**config.mk**
```make
export PLATFORM = sky130hd
export DESIGN_NAME = fetch_stage
export DESIGN_NICKNAME = d
export VERILOG_FILES = /design/src/rtl/fetch_stage.sv
export SDC_FILE = /design/constraint.sdc
export NUM_CORES = 1
export LEC_CHECK = 0
export BUFFER_PORTS_ARGS = -buffer_cell sky130_fd_sc_hd__buf_2
export CELL_PAD_IN_SITES_DETAIL_PLACEMENT = 0
export CELL_PAD_IN_SITES_GLOBAL_PLACEMENT = 2
export CORE_MARGIN = 1
export CORE_UTILIZATION = 31
export DETAILED_ROUTE_END_ITERATION = 10
export PLACE_DENSITY_LB_ADDON = 0.1
export SLEW_MARGIN = 25
export SYNTH_ARGS = -nofsm -noshare
export SYNTH_HDL_FRONTEND = slang
export SYNTH_SLANG_ARGS = --single-unit
```
**constraint.sdc**
```tcl
create_clock -name clk -period 3.3 [get_ports clk]
set_input_delay 0.33 -clock clk [delete_from_list [all_inputs] [get_ports clk]]
set_output_delay 0.33 -clock clk [all_outputs]
set_load 0.1 [all_outputs]
```
**src/rtl/fetch_stage.sv**
```systemverilog
// fetch_stage: IF stage of the 5-stage pipeline; one imem request in flight.
// Ports:
//   clk, resetn (async, active-low)
//   IF_valid, next_fetch          : pipeline controller enable / advance
//   cancel, redirect_pc           : flush and restart at redirect_pc
//   jbr_taken, jbr_target         : taken branch/jump from ID
//   inst_req/addr/gnt/rvalid/rdata: instruction-memory handshake
//   IF_over, IF_inst, IF_pc, IF_adel: fetched word presented to ID
module fetch_stage #(
    parameter logic [31:0] RESET_PC = 32'h0000_0000
) (
    input  logic        clk,
    input  logic        resetn,
    input  logic        IF_valid,
    input  logic        next_fetch,
    input  logic        cancel,
    input  logic [31:0] redirect_pc,
    input  logic        jbr_taken,
    input  logic [31:0] jbr_target,
    output logic        inst_req,
    output logic [31:0] inst_addr,
    input  logic        inst_gnt,
    input  logic        inst_rvalid,
    input  logic [31:0] inst_rdata,
    output logic        IF_over,
    output logic [31:0] IF_inst,
    output logic [31:0] IF_pc,
    output logic        IF_adel
);

    typedef enum logic [1:0] {
        S_IDLE,
        S_REQ,
        S_WAIT,
        S_HOLD
    } state_t;

    state_t      state;
    state_t      state_nx;
    logic [31:0] pc;
    logic [31:0] pc_nx;
    logic        discard;
    logic        discard_nx;
    logic        cap_ok;
    logic        cap_adel;
    logic        misal;

    assign misal     = |pc[1:0];
    assign inst_addr = pc;
    assign IF_over   = (state == S_HOLD);

    always_comb begin
        state_nx   = state;
        pc_nx      = pc;
        discard_nx = discard;
        cap_ok     = 1'b0;
        cap_adel   = 1'b0;
        inst_req   = 1'b0;
        unique case (state)
            S_IDLE: begin
                if (cancel)
                    pc_nx = redirect_pc;
                else if (IF_valid)
                    state_nx = S_REQ;
            end
            S_REQ: begin
                // a misaligned pc never reaches memory
                inst_req = !misal;
                if (cancel) begin
                    pc_nx = redirect_pc;
                    // request already accepted: its data must be dropped
                    if (!misal && inst_gnt) begin
                        state_nx   = S_WAIT;
                        discard_nx = 1'b1;
                    end
                end else if (misal) begin
                    state_nx = S_HOLD;
                    cap_adel = 1'b1;
                end else if (inst_gnt) begin
                    state_nx = S_WAIT;
                end
            end
            S_WAIT: begin
                if (cancel)
                    pc_nx = redirect_pc;
                if (inst_rvalid) begin
                    if (discard || cancel) begin
                        discard_nx = 1'b0;
                        state_nx   = S_REQ;
                    end else begin
                        cap_ok   = 1'b1;
                        state_nx = S_HOLD;
                    end
                end else if (cancel) begin
                    discard_nx = 1'b1;
                end
            end
            S_HOLD: begin
                if (cancel) begin
                    pc_nx    = redirect_pc;
                    state_nx = S_REQ;
                end else if (next_fetch) begin
                    pc_nx    = jbr_taken ? jbr_target : pc + 32'd4;
                    state_nx = S_REQ;
                end
            end
            default: state_nx = S_IDLE;
        endcase
    end

    always_ff @(posedge clk or negedge resetn) begin
        if (!resetn) begin
            state   <= S_IDLE;
            pc      <= RESET_PC;
            discard <= 1'b0;
            IF_inst <= 32'h0;
            IF_pc   <= 32'h0;
            IF_adel <= 1'b0;
        end else begin
            state   <= state_nx;
            pc      <= pc_nx;
            discard <= discard_nx;
            if (cap_ok) begin
                IF_inst <= inst_rdata;
                IF_pc   <= pc;
                IF_adel <= 1'b0;
            end else if (cap_adel) begin
                IF_inst <= 32'h0;
                IF_pc   <= pc;
                IF_adel <= 1'b1;
            end
        end
    end

endmodule
```
-- Word-level counts from Yosys, hierarchy flattened
Cells that the tools add are included.
- word-level logic and storage cells: 67
- register bits after elaboration: 100
- $add $sub $neg: 1
- reductions and logical operators: 11
- multiplexer cells: 35
- equal/unequal tests: 14
- operators by type and width (cell ; count):
    two-way mux 32 bit ; 8
    case mux 32 bit (2 select lines) ; 1
    adder 32 x 3 -> 32 bit, second input constant ; 1
    two-way mux 2 bit ; 10
    two-way mux 1 bit ; 14
    inequality test 3 bit, second input constant ; 4
    inequality test 2 bit, second input constant ; 5
    case mux 2 bit (4 select lines) ; 1
    AND reduction 6 bit ; 1
    AND reduction 5 bit ; 1
    equality test 2 bit, second input constant ; 2
    inequality test 4 bit, second input constant ; 1
    nonzero test 2 bit ; 2
    OR reduction 3 bit ; 1
    equality test 2 x 1 -> 1 bit, second input constant ; 1
    zero test 2 bit ; 1
    inequality test 2 x 1 -> 1 bit, second input constant ; 1
    case mux 1 bit (2 select lines) ; 1
    AND reduction 2 bit ; 1
    OR reduction 2 bit ; 1
    logical AND 1 bit ; 1
    zero test 1 bit ; 1
    logical OR 1 bit ; 1

-- Longest topological paths before layout
- depth after elaboration: 6
- mapped depth: 9
- gate-level depth less buffers: 7

-- Worst setup path before layout
Ideal clock, no wire load.
- path type: reg-to-reg
- start: register pc[4], in the netlist inst_addr[4]
- end: register pc[22], in the netlist inst_addr[22]
- setup time: 0.076 ns
- arrival: 2.338 ns
- buffers on the path: 1
- setup slack: 0.886 ns
- data required time: 3.224 ns
- period minus slack after synthesis: 2.414 ns
- cell stages (with the launch flop): 7
- path through: dfrtp_1 -> and4_1 -> buf_4 -> nand4_4 -> or4_1 -> xor2_1 -> o21ai_2
- word-level cells in the longest chain between the ends: 5
- RTL lines (item ; line ; RTL):
    start: declaration ; 40 ; logic [31:0] pc;
    start signal: assignment ; 121 ; pc <= pc_nx;
    adder 32 x 3 -> 32 bit ; 103 ; pc_nx = jbr_taken ? jbr_target : pc + 32'd4;
    two-way mux 32 bit ; 103 ;
    two-way mux 32 bit ; 102 ; end else if (next_fetch) begin
    two-way mux 32 bit ; 99 ; if (cancel) begin
    case mux 32 bit (2 select lines) ; 59 ; unique case (state)
No other way between the ends. The select of a mux whose other input is x is not followed.
A chain may end at the register's enable or synchronous reset.

-- Worst setup path in the final report
- start: register state[1]
- end: register IF_pc[21]
- word-level cells in the longest chain between the ends: 3
- elaborated cells on any way between the ends: 6
- RTL lines (item ; line ; RTL):
    start: declaration ; 38 ; state_t state;
    start signal: assignment ; 120 ; state <= state_nx;
    equality test 2 bit / equality test 2 x 1 -> 1 bit (equally long branches) ; 59 ;
    two-way mux 1 bit ; 59 ;
    two-way mux 32 bit / nonzero test 2 bit (equally long branches) ; - ;
    end signal: assignment ; 125 ; IF_pc <= pc;
    end signal: assignment ; 129 ; IF_pc <= pc;
    end: declaration ; 27 ; output logic [31:0] IF_pc,
Several ways; a longest one is shown, not always the timed one.

==> flow_summary.json <==
{
  "post_detailed_route_wirelength_per_cell_um": 17.4,
  "clkSinkCount": 100,
  "power.ir.vdd_worst_mv": 0.581,
  "via_count_of_the_first_global_routing_pass": 4444,
  "chipWidth_um": 128,
  "min_path_type": "input pin to asynchronous set/reset pin",
  "report.final.slew_viol_count": 0,
  "synth.yosys.seq_area_share_pct": 50.5,
  "vias_per_cell": 5.05,
  "clock.fmax_mhz": 384,
  "clock-skew-final_ps": 8.14,
  "post-route-util_pct": 42.1,
  "synth.cells.most_frequent": "sky130_fd_sc_hd__dfrtp_1 (100), sky130_fd_sc_hd__a21oi_1 (50), sky130_fd_sc_hd__nand2_1 (45)",
  "rsz0062_at_grt": "no",
  "tritoncts.num_buffers": 9,
  "detailed_place_hpwl_um": 10900,
  "layout.filler_cells": 1580,
  "grt_pass1_wl_um": 24400,
  "drt_pass1_iterations": 6,
  "floorplan.rows": 45,
  "grt_util_all_layers_pct": 19.5,
  "yosys.area.top_type_share_pct": 50.5,
  "max-slew-margin-rel_pct": 49.8,
  "initial_core_util_pct": 32.2,
  "totalWireLength_um": 15500,
  "finalSetupTns_ps": 0,
  "path_clk_slew_ps": 70,
  "power.static_leakage_nw": 3.11,
  "io_pins": 203,
  "critPathLaunchType": "flop",
  "drive_above_1_share_pct": 39.2,
  "synth_cell_type_count": 49,
  "timing.final.setup_violations": 0,
  "insertion_delay_ps": 360,
  "via_total_after_detailed_routing": 4504,
  "clockBufferDepth": 2,
  "drc_marker_count_from_the_first_detailed_route_iteration": 207,
  "grt.overflow.total": 0,
  "timing.rr.start": "state[1]$_DFFE_PN0P_",
  "floorplan.die.height_um": 128,
  "end_kind": "flop",
  "timing.final.crit_share_pct": 78.8,
  "post_cts.resized_instances": 0,
  "detail-route-antenna-nets": 0,
  "drv_cap": 0,
  "post_synth.cell_area_avg_sq_um": 10.1,
  "tritoncts": "done",
  "layout_min_cycle_time_ps": 2600,
  "finish.net_count": 783,
  "fp.coreArea_sq_mm": 0.0154,
  "setup.worst_path.class": "flop to flop",
  "synth_area_leader_cell": "sky130_fd_sc_hd__dfrtp_1",
  "ys.flop_type": "sky130_fd_sc_hd__dfrtp_1",
  "buffer_ports.inserted": 202,
  "cts_htree_levels": 3,
  "syn_to_final_growth_pct": 30.7,
  "synthArstFlopShare_pct": 100,
  "worstMarginPinSlew_ps": 751,
  "postCtsSetupRepairBufs": 0,
  "yosysMostFrequentCell": "sky130_fd_sc_hd__dfrtp_1",
  "yosys_warnings": 0,
  "synth_seq_cells": 100,
  "finalWeightedCongestion": 0.795,
  "route.detailed.drc": 0,
  "cts-root-buf": "sky130_fd_sc_hd__clkbuf_16",
  "die_area_sq_mm": 0.0165,
  "r2r_end": "IF_pc[21]$_DFFE_PN0P_",
  "worst-endpoint-required_ps": 3540,
  "outcome": "completed",
  "hold_buffers": 0,
  "mappedNetlistNets": 599,
  "grt_max_degree": 71,
  "reg2reg_depth": 6,
  "cp_data_arrival_time_ps": 2840,
  "count_of_flip_flops_with_a_built_in_enable_after_synthesis": 0,
  "synth_top_area_cells": "sky130_fd_sc_hd__dfrtp_1 (51%), sky130_fd_sc_hd__mux2_2 (7.1%), sky130_fd_sc_hd__a22o_1 (5.7%), sky130_fd_sc_hd__a21oi_1 (5.1%), sky130_fd_sc_hd__o21ai_0 (4.2%)",
  "post_synth_instance_area_sq_mm": 0.00495,
  "syn-instance-count": 490,
  "antenna_found_initial": 1,
  "reg2reg_slack_ps": 700,
  "power_density_mw_per_mm2": 1110,
  "crit_path_max_fo": 35,
  "hold_viol_final": 0
}
[per-layer routing]
layer  track usage, %  wire (um)  vias to the layer above
met5                0          0                        -
met4             6.44        198                        0
met3             4.32       1020                       12
met2             32.1       7430                      153
met1             25.4       6890                     2186
li1                 -          -                     2153
[kinds of logic (layout without fill, tap and decap cells)]
logic type      count (synthesis)  after routing  synth area share, %
mux                            36             36                 8.06
buf+inv                        44            233                 3.56
xor+xnor                       21             21                 3.72
compound gates                146            146                 18.1
other cells                     0              1                    0
flops                         100            100                 50.5
simple gates                  138            138                 14.7
fa+ha+maj                       5              5                 1.26
[how the worst max path moves through the flow]
stage	start	endpoint	slack (ps)	depth (start not counted)
detailed placement	state[1]$_DFFE_PN0P_	IF_pc[11]$_DFFE_PN0P_	660	6
global placement	state[1]$_DFFE_PN0P_	IF_pc[7]$_DFFE_PN0P_	770	6
global route	state[1]$_DFFE_PN0P_	IF_pc[12]$_DFFE_PN0P_	470	6
finish	state[1]$_DFFE_PN0P_	IF_pc[21]$_DFFE_PN0P_	700	6
floorplan	inst_addr[4]$_DFFE_PN0P_	inst_addr[22]$_DFFE_PN0P_	890	6
CTS	state[1]$_DFFE_PN0P_	IF_pc[21]$_DFFE_PN0P_	660	6
[placed cells by master (no fill, tap or decap), types with 2 or more instances in the layout]
cell / instances
sky130_fd_sc_hd__mux2i_1: 5
sky130_fd_sc_hd__buf_4: 9
sky130_fd_sc_hd__and4_1: 4
sky130_fd_sc_hd__nor2_1: 17
sky130_fd_sc_hd__xor2_1: 8
sky130_fd_sc_hd__xnor2_1: 13
sky130_fd_sc_hd__o22ai_1: 2
sky130_fd_sc_hd__and2_1: 4
sky130_fd_sc_hd__o21ai_1: 4
sky130_fd_sc_hd__a21oi_1: 50
sky130_fd_sc_hd__nor3b_1: 5
sky130_fd_sc_hd__o21ai_0: 42
sky130_fd_sc_hd__nor2b_1: 2
sky130_fd_sc_hd__nor3_1: 9
sky130_fd_sc_hd__buf_2: 201
sky130_fd_sc_hd__a22oi_1: 3
sky130_fd_sc_hd__nand2_1: 45
sky130_fd_sc_hd__mux2_2: 31
sky130_fd_sc_hd__nor4_1: 6
sky130_fd_sc_hd__nand4_1: 5
sky130_fd_sc_hd__dfrtp_1: 100
sky130_fd_sc_hd__and3_1: 3
sky130_fd_sc_hd__inv_1: 6
sky130_fd_sc_hd__clkinvlp_4: 2
sky130_fd_sc_hd__nand3_1: 25
sky130_fd_sc_hd__a31oi_1: 3
sky130_fd_sc_hd__ha_1: 5
sky130_fd_sc_hd__nand2b_1: 3
sky130_fd_sc_hd__or4_1: 2
sky130_fd_sc_hd__clkbuf_16: 9
sky130_fd_sc_hd__a22o_1: 32
sky130_fd_sc_hd__inv_6: 2
[stage by stage]
step / instance area [sq um] / hold slack, ps / setup slack, ps / std cells / power, mW
global route: 6470 / 48.4 / 470 / 890 / 7.52
detailed placement: 6170 / 424 / 658 / 874 / 6.15
global placement: 6170 / 413 / 766 / 874 / 6.12
floorplan: 4950 / 34.4 / 886 / 490 / 5.39
finish: 6470 / 9.12 / 698 / 891 / 7.19
CTS: 6470 / 31.4 / 662 / 890 / 7.28
[registers in the layout, summed over array words and instances (netlist names)]
name and flops:
IF_adel 1, IF_inst 32, IF_pc 32, discard 1, inst_addr 32, state 2
[power breakdown]
| group | total (mW) | leakage (nW) | switching, mW | internal (mW) |
|---|---|---|---|---|
| combinational | 4.21 | 1.70 | 3.45 | 0.761 |
| clock | 1.10 | 0.140 | 0.500 | 0.596 |
| sequential | 1.89 | 1.27 | 0.280 | 1.61 |
| total | 7.19 | 3.11 | 4.23 | 2.97 |
[worst max-delay path, cell delays in order (launching register included)]
cell and delay, ps:
sky130_fd_sc_hd__dfrtp_1 380, sky130_fd_sc_hd__inv_1 90, sky130_fd_sc_hd__ha_1 240, sky130_fd_sc_hd__nor3b_1 210, sky130_fd_sc_hd__nor2_4 620, sky130_fd_sc_hd__buf_4 540, sky130_fd_sc_hd__mux2_2 390
[final cells by class]
cell class / count / area (sq um) / area share, %
clock inverter: 6 / 71.3 / 1.10
sequential: 100 / 2500 / 38.7
inverter: 6 / 22.5 / 0.348
clock buffer: 10 / 229 / 3.54
multi-input combinational: 346 / 2290 / 35.3
antenna: 1 / 2.50 / 0.0387
tap: 211 / 264 / 4.08
timing repair buffer: 211 / 1090 / 16.9
(Power assumes the default switching activity.)
